## src/rtl/bus_pkg.sv

```systemverilog
// Shared definitions for the system-bus master transmit path.
package bus_pkg;
  localparam int ADDR_W_DEF = 12;
  localparam int DATA_W_DEF = 8;
  localparam int BLEN_W_DEF = 12;
  // Header carries the full burst word, so it is one bit longer than the length field.
  localparam int HDR_BITS   = BLEN_W_DEF + 1;

  typedef enum logic [2:0] {
    IDLE       = 3'd0,
    WAIT_RDY   = 3'd1,
    HDR        = 3'd2,
    DATA       = 3'd3,
    SPLIT_WAIT = 3'd4,
    DONE       = 3'd5
  } tx_state_e;
endpackage

```

## src/rtl/master_tx_port_if.sv

```systemverilog
// Request side and serial bus side of the master transmit port.
interface master_tx_port_if #(
  parameter int ADDR_W = bus_pkg::ADDR_W_DEF,
  parameter int DATA_W = bus_pkg::DATA_W_DEF,
  parameter int BLEN_W = bus_pkg::BLEN_W_DEF
) ();
  logic              start;
  logic              rd_wr;
  logic [ADDR_W-1:0] addr_in;
  logic [DATA_W-1:0] data_in;
  logic              burst_en;
  logic [BLEN_W-1:0] burst_len;
  logic              slave_ready;
  logic              split_en;
  logic              master_valid;
  logic              read_en;
  logic              write_en;
  logic              tx_address;
  logic              tx_data;
  logic              tx_burst;
  logic              data_req;
  logic              busy;
  logic              tx_done;

  modport master (
    input  start, rd_wr, addr_in, data_in, burst_en, burst_len, slave_ready, split_en,
    output master_valid, read_en, write_en, tx_address, tx_data, tx_burst,
           data_req, busy, tx_done
  );

  modport slave (
    output start, rd_wr, addr_in, data_in, burst_en, burst_len, slave_ready, split_en,
    input  master_valid, read_en, write_en, tx_address, tx_data, tx_burst,
           data_req, busy, tx_done
  );
endinterface

```

## src/rtl/master_tx_port_piso.sv

```systemverilog
// Parallel-load LSB-first shift register; idle cycles drain to zero so the lane reads 0.
module piso_shift #(
  parameter int W = 8
) (
  input  logic         clk,
  input  logic         reset,
  input  logic         load,
  input  logic         shift,
  input  logic [W-1:0] din,
  output logic         q
);
  logic [W-1:0] sr;

  always_ff @(posedge clk or posedge reset) begin
    if (reset)      sr <= '0;
    else if (load)  sr <= din;
    else if (shift) sr <= {1'b0, sr[W-1:1]};
    else            sr <= '0;
  end

  assign q = sr[0];
endmodule

```

## src/rtl/master_tx_port.sv

```systemverilog
// Master-side serial transmitter: header (addr/data/burst lanes), write-burst beats, split pauses.
module master_tx_port
  import bus_pkg::*;
#(
  parameter int ADDR_W = ADDR_W_DEF,
  parameter int DATA_W = DATA_W_DEF,
  parameter int BLEN_W = BLEN_W_DEF
) (
  input  logic              clk,
  input  logic              reset,
  master_tx_port_if.master  bus
);
  localparam logic [3:0] HDR_LAST  = 4'(HDR_BITS - 1);
  localparam logic [3:0] BEAT_LAST = 4'(DATA_W - 1);

  tx_state_e         state;
  logic [3:0]        bit_cnt;
  logic [BLEN_W-1:0] beat_cnt;
  logic              rd_q;
  logic [ADDR_W-1:0] addr_q;
  logic [DATA_W-1:0] data_q;
  logic [BLEN_W:0]   burst_q;
  logic [BLEN_W-1:0] blen_q;

  logic              go_hdr, at_bound, cont, resume;
  logic              d_load, hdr_shift, d_shift;
  logic [DATA_W-1:0] d_din;

  assign blen_q   = burst_q[BLEN_W:1];
  assign go_hdr   = (state == WAIT_RDY) && bus.slave_ready;
  // HDR is beat 0, so one comparison covers both "HDR cycle 12" and "bit 7 of a beat".
  assign at_bound = ((state == HDR) && (bit_cnt == HDR_LAST)) ||
                    ((state == DATA) && (bit_cnt == BEAT_LAST));
  assign cont     = at_bound && !rd_q && (beat_cnt < blen_q);
  assign resume   = (state == SPLIT_WAIT) && !bus.split_en && bus.slave_ready;

  assign hdr_shift = (state == HDR);
  assign d_shift   = (state == HDR) || (state == DATA);
  assign d_load    = go_hdr || (cont && !bus.split_en) || resume;
  assign d_din     = go_hdr ? (rd_q ? '0 : data_q) : (resume ? data_q : bus.data_in);

  piso_shift #(.W(ADDR_W)) u_addr (
    .clk(clk), .reset(reset), .load(go_hdr), .shift(hdr_shift), .din(addr_q), .q(bus.tx_address)
  );
  piso_shift #(.W(DATA_W)) u_data (
    .clk(clk), .reset(reset), .load(d_load), .shift(d_shift), .din(d_din), .q(bus.tx_data)
  );
  piso_shift #(.W(BLEN_W+1)) u_burst (
    .clk(clk), .reset(reset), .load(go_hdr), .shift(hdr_shift), .din(burst_q), .q(bus.tx_burst)
  );

  always_ff @(posedge clk or posedge reset) begin
    if (reset) begin
      state            <= IDLE;
      bit_cnt          <= '0;
      beat_cnt         <= '0;
      rd_q             <= 1'b0;
      addr_q           <= '0;
      data_q           <= '0;
      burst_q          <= '0;
      bus.master_valid <= 1'b0;
      bus.read_en      <= 1'b0;
      bus.write_en     <= 1'b0;
      bus.data_req     <= 1'b0;
      bus.busy         <= 1'b0;
      bus.tx_done      <= 1'b0;
    end else begin
      bus.data_req <= 1'b0;
      bus.tx_done  <= 1'b0;
      case (state)
        IDLE: if (bus.start) begin
          rd_q         <= bus.rd_wr;
          addr_q       <= bus.addr_in;
          data_q       <= bus.data_in;
          burst_q      <= bus.burst_en ? {bus.burst_len, 1'b1} : '0;
          bit_cnt      <= '0;
          beat_cnt     <= '0;
          bus.read_en  <= bus.rd_wr;
          bus.write_en <= !bus.rd_wr;
          bus.busy     <= 1'b1;
          state        <= WAIT_RDY;
        end
        WAIT_RDY: if (go_hdr) begin
          bit_cnt          <= '0;
          bus.master_valid <= 1'b1;
          state            <= HDR;
        end
        HDR, DATA: begin
          bit_cnt <= bit_cnt + 4'd1;
          // Registered request: raised one cycle ahead so it is high in the boundary cycle.
          if ((bit_cnt == ((state == HDR) ? HDR_LAST - 4'd1 : BEAT_LAST - 4'd1)) &&
              !rd_q && (beat_cnt < blen_q))
            bus.data_req <= 1'b1;
          if (at_bound) begin
            bit_cnt <= '0;
            if (!cont) begin
              bus.master_valid <= 1'b0;
              bus.read_en      <= 1'b0;
              bus.write_en     <= 1'b0;
              bus.tx_done      <= 1'b1;
              state            <= DONE;
            end else begin
              beat_cnt <= beat_cnt + 1'b1;
              data_q   <= bus.data_in;
              if (bus.split_en) begin
                bus.master_valid <= 1'b0;
                state            <= SPLIT_WAIT;
              end else begin
                state <= DATA;
              end
            end
          end
        end
        SPLIT_WAIT: if (resume) begin
          bit_cnt          <= '0;
          bus.master_valid <= 1'b1;
          state            <= DATA;
        end
        DONE: begin
          bus.busy <= 1'b0;
          state    <= IDLE;
        end
        default: state <= IDLE;
      endcase
    end
  end
endmodule
```

## src/flat_wrapper.sv

```systemverilog
// flat-port wrapper written by rule: the top's interface ports become plain ports
module master_tx_port_flat import bus_pkg::*;
#(
  parameter int ADDR_W = ADDR_W_DEF,
  parameter int DATA_W = DATA_W_DEF,
  parameter int BLEN_W = BLEN_W_DEF
)
  (clk, reset, bus_start, bus_rd_wr, bus_addr_in, bus_data_in, bus_burst_en, bus_burst_len, bus_slave_ready, bus_split_en, bus_master_valid, bus_read_en, bus_write_en, bus_tx_address, bus_tx_data, bus_tx_burst, bus_data_req, bus_busy, bus_tx_done);
  master_tx_port_if #(.ADDR_W(ADDR_W), .DATA_W(DATA_W), .BLEN_W(BLEN_W)) bus_i ();
  input  logic clk;
  input  logic reset;
  input wire logic [$bits(bus_i.start)-1:0] bus_start;
  input wire logic [$bits(bus_i.rd_wr)-1:0] bus_rd_wr;
  input wire logic [$bits(bus_i.addr_in)-1:0] bus_addr_in;
  input wire logic [$bits(bus_i.data_in)-1:0] bus_data_in;
  input wire logic [$bits(bus_i.burst_en)-1:0] bus_burst_en;
  input wire logic [$bits(bus_i.burst_len)-1:0] bus_burst_len;
  input wire logic [$bits(bus_i.slave_ready)-1:0] bus_slave_ready;
  input wire logic [$bits(bus_i.split_en)-1:0] bus_split_en;
  output wire logic [$bits(bus_i.master_valid)-1:0] bus_master_valid;
  output wire logic [$bits(bus_i.read_en)-1:0] bus_read_en;
  output wire logic [$bits(bus_i.write_en)-1:0] bus_write_en;
  output wire logic [$bits(bus_i.tx_address)-1:0] bus_tx_address;
  output wire logic [$bits(bus_i.tx_data)-1:0] bus_tx_data;
  output wire logic [$bits(bus_i.tx_burst)-1:0] bus_tx_burst;
  output wire logic [$bits(bus_i.data_req)-1:0] bus_data_req;
  output wire logic [$bits(bus_i.busy)-1:0] bus_busy;
  output wire logic [$bits(bus_i.tx_done)-1:0] bus_tx_done;
  assign bus_i.start = bus_start;
  assign bus_i.rd_wr = bus_rd_wr;
  assign bus_i.addr_in = bus_addr_in;
  assign bus_i.data_in = bus_data_in;
  assign bus_i.burst_en = bus_burst_en;
  assign bus_i.burst_len = bus_burst_len;
  assign bus_i.slave_ready = bus_slave_ready;
  assign bus_i.split_en = bus_split_en;
  assign bus_master_valid = bus_i.master_valid;
  assign bus_read_en = bus_i.read_en;
  assign bus_write_en = bus_i.write_en;
  assign bus_tx_address = bus_i.tx_address;
  assign bus_tx_data = bus_i.tx_data;
  assign bus_tx_burst = bus_i.tx_burst;
  assign bus_data_req = bus_i.data_req;
  assign bus_busy = bus_i.busy;
  assign bus_tx_done = bus_i.tx_done;
  master_tx_port #(.ADDR_W(ADDR_W), .DATA_W(DATA_W), .BLEN_W(BLEN_W)) u_core (.clk(clk), .reset(reset), .bus(bus_i));
endmodule
```

## config.mk

```make
export PLATFORM = sky130hd
export DESIGN_NAME = master_tx_port_flat
export DESIGN_NICKNAME = d
export VERILOG_FILES = /design/src/rtl/bus_pkg.sv /design/src/rtl/master_tx_port_if.sv /design/src/rtl/master_tx_port_piso.sv /design/src/rtl/master_tx_port.sv /design/src/flat_wrapper.sv
export SDC_FILE = /design/constraint.sdc
export NUM_CORES = 1
export LEC_CHECK = 0
export CORE_ASPECT_RATIO = 0.7
export CORE_UTILIZATION = 54
export CTS_CLUSTER_DIAMETER = 50
export DETAILED_ROUTE_END_ITERATION = 10
export PLACE_DENSITY = 0.79
export SLEW_MARGIN = 20
export SYNTH_ARGS = -nofsm -noshare
export SYNTH_HDL_FRONTEND = slang
export SYNTH_HIERARCHICAL = 1
export SYNTH_SLANG_ARGS = --single-unit
```

## constraint.sdc

```tcl
create_clock -name clk -period 5.3 [get_ports clk]
set_input_delay 1.06 -clock clk [delete_from_list [all_inputs] [get_ports clk]]
set_output_delay 1.06 -clock clk [all_outputs]
set_load 0.005 [all_outputs]
```

==> out/qor.txt <==
Die X = 108 um
Startpoint types = flip-flop
VDD IR max = 0.247 mV
Setup CP Type = reg2reg
Clock-pin slew on the worst setup and hold paths = 0.09 ns
CTS Hold Bufs = 0
Largest net degree at the start of global routing = 49
Synth warnings = 6
Slew Limit Fails = 0
Post-route setup TNS = 0 ns
Synth async-reset ratio = 1.00
# IOs = 48
Initial DRC count = 208
Crit path required time = 5.55 ns
Distinct cells, synth = 51
Post-Syn Nets = 468
DRC Markers = 0
Synthesized instance count = 415
Ant. Diodes = 0
Synthesized area per cell = 10.2 um^2
Tcrit/Tclk final = 0.608
Htree depth = 3
Area Growth Syn to Fin = 16.9%
Initial antenna violation count = 0
Most frequent cell after synthesis = dfrtp_1
RSZ-0062 raised after global routing = false
Seq pwr share = 0.482
Status = complete, no violations
Rows = 26
Worst path max stage delay = 0.67 ns
Fin. Hold Viols = 0
Core Box Area = 7450 um^2
Die H = 76.3 um
Pre-Repair DR Iteration Count = 5
Dpl hpwl = 6360 um
Dominant cells by area after synthesis = dfrtp_1 (54%), nand2_1 (6.7%), a22o_1 (4.9%)
Combinational share of power = 0.311
Clock Skews = 0.0140 ns
Final wirelength = 9110 um
Final Core Density = 0.667
Critical path's slowest cell = a21oi_1
Synth top area share = 0.541
Synth Flop Type = dfrtp_1
Crit-path cells = ha_1, a21o_1, a21o_1, a211oi_4, nand2_4, or2_2, a21oi_1, nor2b_4, a22o_1
Synth cell count leaders = dfrtp_1 (92), nand2_1 (76), o21ai_0 (32)
Cts bufs inserted = 9
Routability-driven placement congestion ratio = 0.854
Clock group share of total power = 0.207
Sw power = 0.759 mW
Post-synth EDFFs = 0
Per-cell routed wire length = 16.2 um
Power per cell area = 429 nW/um^2
I/O Buffers = 47
FMAX = 311 MHz
Synth Cell Area = 4250 um^2
Post-CTS Setup Bufs = 0
Root buffer cell = clkbuf_8
Seq/Total Area, Yosys = 0.541
Largest area contributor in the netlist = dfrtp_1
HP Class = reg2reg
Worst-Margin Slew = 0.954 ns
First-pass GRT wire length = 15,300 um
Clock Latency Late Sink = 0.36 ns
CP Capture Type = flip-flop
Layout net count = 511
Die area = 8240 um^2
Bufs on Longest Clock Path = 2
WP data arrival = 3.47 ns
Number of global-route vias before repair = 3,108
Static Leak = 2.35 nW
Sw Share = 0.355
Max_cap viols = 0
Clock period minus worst slack = 3.22 ns
Gr usage total = 0.241
Slew margin rel. = 0.364
Vias per inst = 5.74
Internal cell power = 1.38 mW
Antenna viol nets, final = 0
Routed via count = 3,221
Critical-path maximum fanout = 19
Layout cell share with drive strength beyond 1 = 0.0864
CTS tree = done
Starting Density = 0.571
Clock sink total = 92
Most used cell, CP = a21o_1
Post_cts resized = 0
Grt ovf = 0
Yosys reg bits = 92
Setup-failing EPs final = 0
[logic make-up after synthesis]
family,after synthesis,synth area share
AND/OR/NAND/NOR,160,0.179
AO/OA/AOI/OAI,93,0.154
flip-flops,92,0.541
buffers and inverters,38,0.0406
multiplexers,16,0.0400
adder cells (fa/ha/maj),14,0.0412
XOR/XNOR,2,0.00412
[layer usage]
metal | share of wire | wire [um] | vias to the layer above | track usage
met3 | 0.055 | 500 | 8 | 0.0556
met2 | 0.45 | 4070 | 97 | 0.355
met5 | 0 | 0 | - | 0
li1 | - | - | 1540 | -
met1 | 0.49 | 4460 | 1576 | 0.359
met4 | 0.0087 | 79 | 0 | 0.0616
[stage by stage]
step	hold slack (ns)	area (um^2)	power [mW]	setup slack, ns	std cells
after CTS	0.472	4970	2.14	2.08	561
after global routing	0.493	4970	2.27	1.86	561
after floorplan	0.438	4250	1.50	2.59	415
after detailed placement	0.453	4780	1.69	1.94	545
final	0.462	4970	2.13	2.08	561
after global placement	0.449	4780	1.66	2.03	545
[cell type report]
type / count / area [um^2]
Clock buffer: 12 / 155
Clock inverter: 4 / 32.5
Fill cell: 623 / 2480
Inverter: 19 / 71.3
Multi-Input combinational cell: 285 / 1790
Sequential cell: 92 / 2300
Tap cell: 98 / 123
Timing Repair Buffer: 51 / 500
[registers in the layout, summed over array words and instances, names as in the netlist, 3 cells and up]
| name | count |
|---|---|
| u_core/u_data/sr | 8 |
| u_core/state | 3 |
| u_core/beat_cnt | 12 |
| u_core/data_q | 8 |
| u_core/u_burst/sr | 13 |
| u_core/burst_q | 13 |
| u_core/bit_cnt | 4 |
| u_core/u_addr/sr | 12 |
| u_core/addr_q | 12 |
[power groups by stage]
stage | Combinational (mW) | Sequential [mW] | Clock, mW
global placement | 0.631 | 1.03 | 0
detailed placement | 0.658 | 1.04 | 0
CTS | 0.663 | 1.03 | 0.455
global route | 0.742 | 1.05 | 0.479
floorplan | 0.517 | 0.982 | 0
finish | 0.663 | 1.03 | 0.442
[worst max-delay path: cells and delay by family (launching register included)]
| family | cells | cell delay [ns] |
|---|---|---|
| AND/OR/NAND/NOR | 3 | 0.67 |
| adder cells (fa/ha/maj) | 1 | 0.34 |
| AO/OA/AOI/OAI | 5 | 1.67 |
| flip-flops | 1 | 0.44 |
[path summary, 6_finish.rpt]
path | from | endpoint | slack [ns] | cells past startpoint
min | u_core/u_addr/sr[6]$_DFF_PP0_ | u_core/u_addr/sr[5]$_DFF_PP0_ | 0.46 | 1
max reg2reg | u_core/beat_cnt[9]$_DFFE_PP0P_ | u_core/u_data/sr[0]$_DFF_PP0_ | 2.08 | 9
max in group asynchronous | reset | u_core/state[1]$_DFFE_PP0P_ | 3.22 | 3
min in group asynchronous | reset | u_core/u_data/sr[5]$_DFF_PP0_ | 1.13 | 2
min reg2reg | u_core/u_addr/sr[6]$_DFF_PP0_ | u_core/u_addr/sr[5]$_DFF_PP0_ | 0.46 | 1
max | u_core/beat_cnt[9]$_DFFE_PP0P_ | u_core/u_data/sr[0]$_DFF_PP0_ | 2.08 | 9
[layout by cell type, fill, tap and decap left out, drive strengths merged, types with 2 or more instances in the layout]
| cell | instances |
|---|---|
| or3 | 4 |
| xor2 | 2 |
| a21o | 4 |
| o211ai | 4 |
| clkbuf | 12 |
| a22o | 24 |
| o21ai | 32 |
| buf | 4 |
| nor2 | 21 |
| nand3 | 23 |
| and3b | 2 |
| nor2b | 3 |
| inv | 20 |
| mux2 | 8 |
| o31ai | 2 |
| clkinvlp | 2 |
| ha | 14 |
| nand2b | 6 |
| nor3b | 2 |
| dfrtp | 92 |
| clkdlybuf4s50 | 47 |
| a31oi | 2 |
| or4 | 4 |
| and2 | 5 |
| nand2 | 77 |
| mux2i | 8 |
| nand4 | 3 |
| nor4 | 2 |
| a21oi | 14 |
| nor3 | 5 |
No activity file was read; power rests on OpenSTA's default activity.
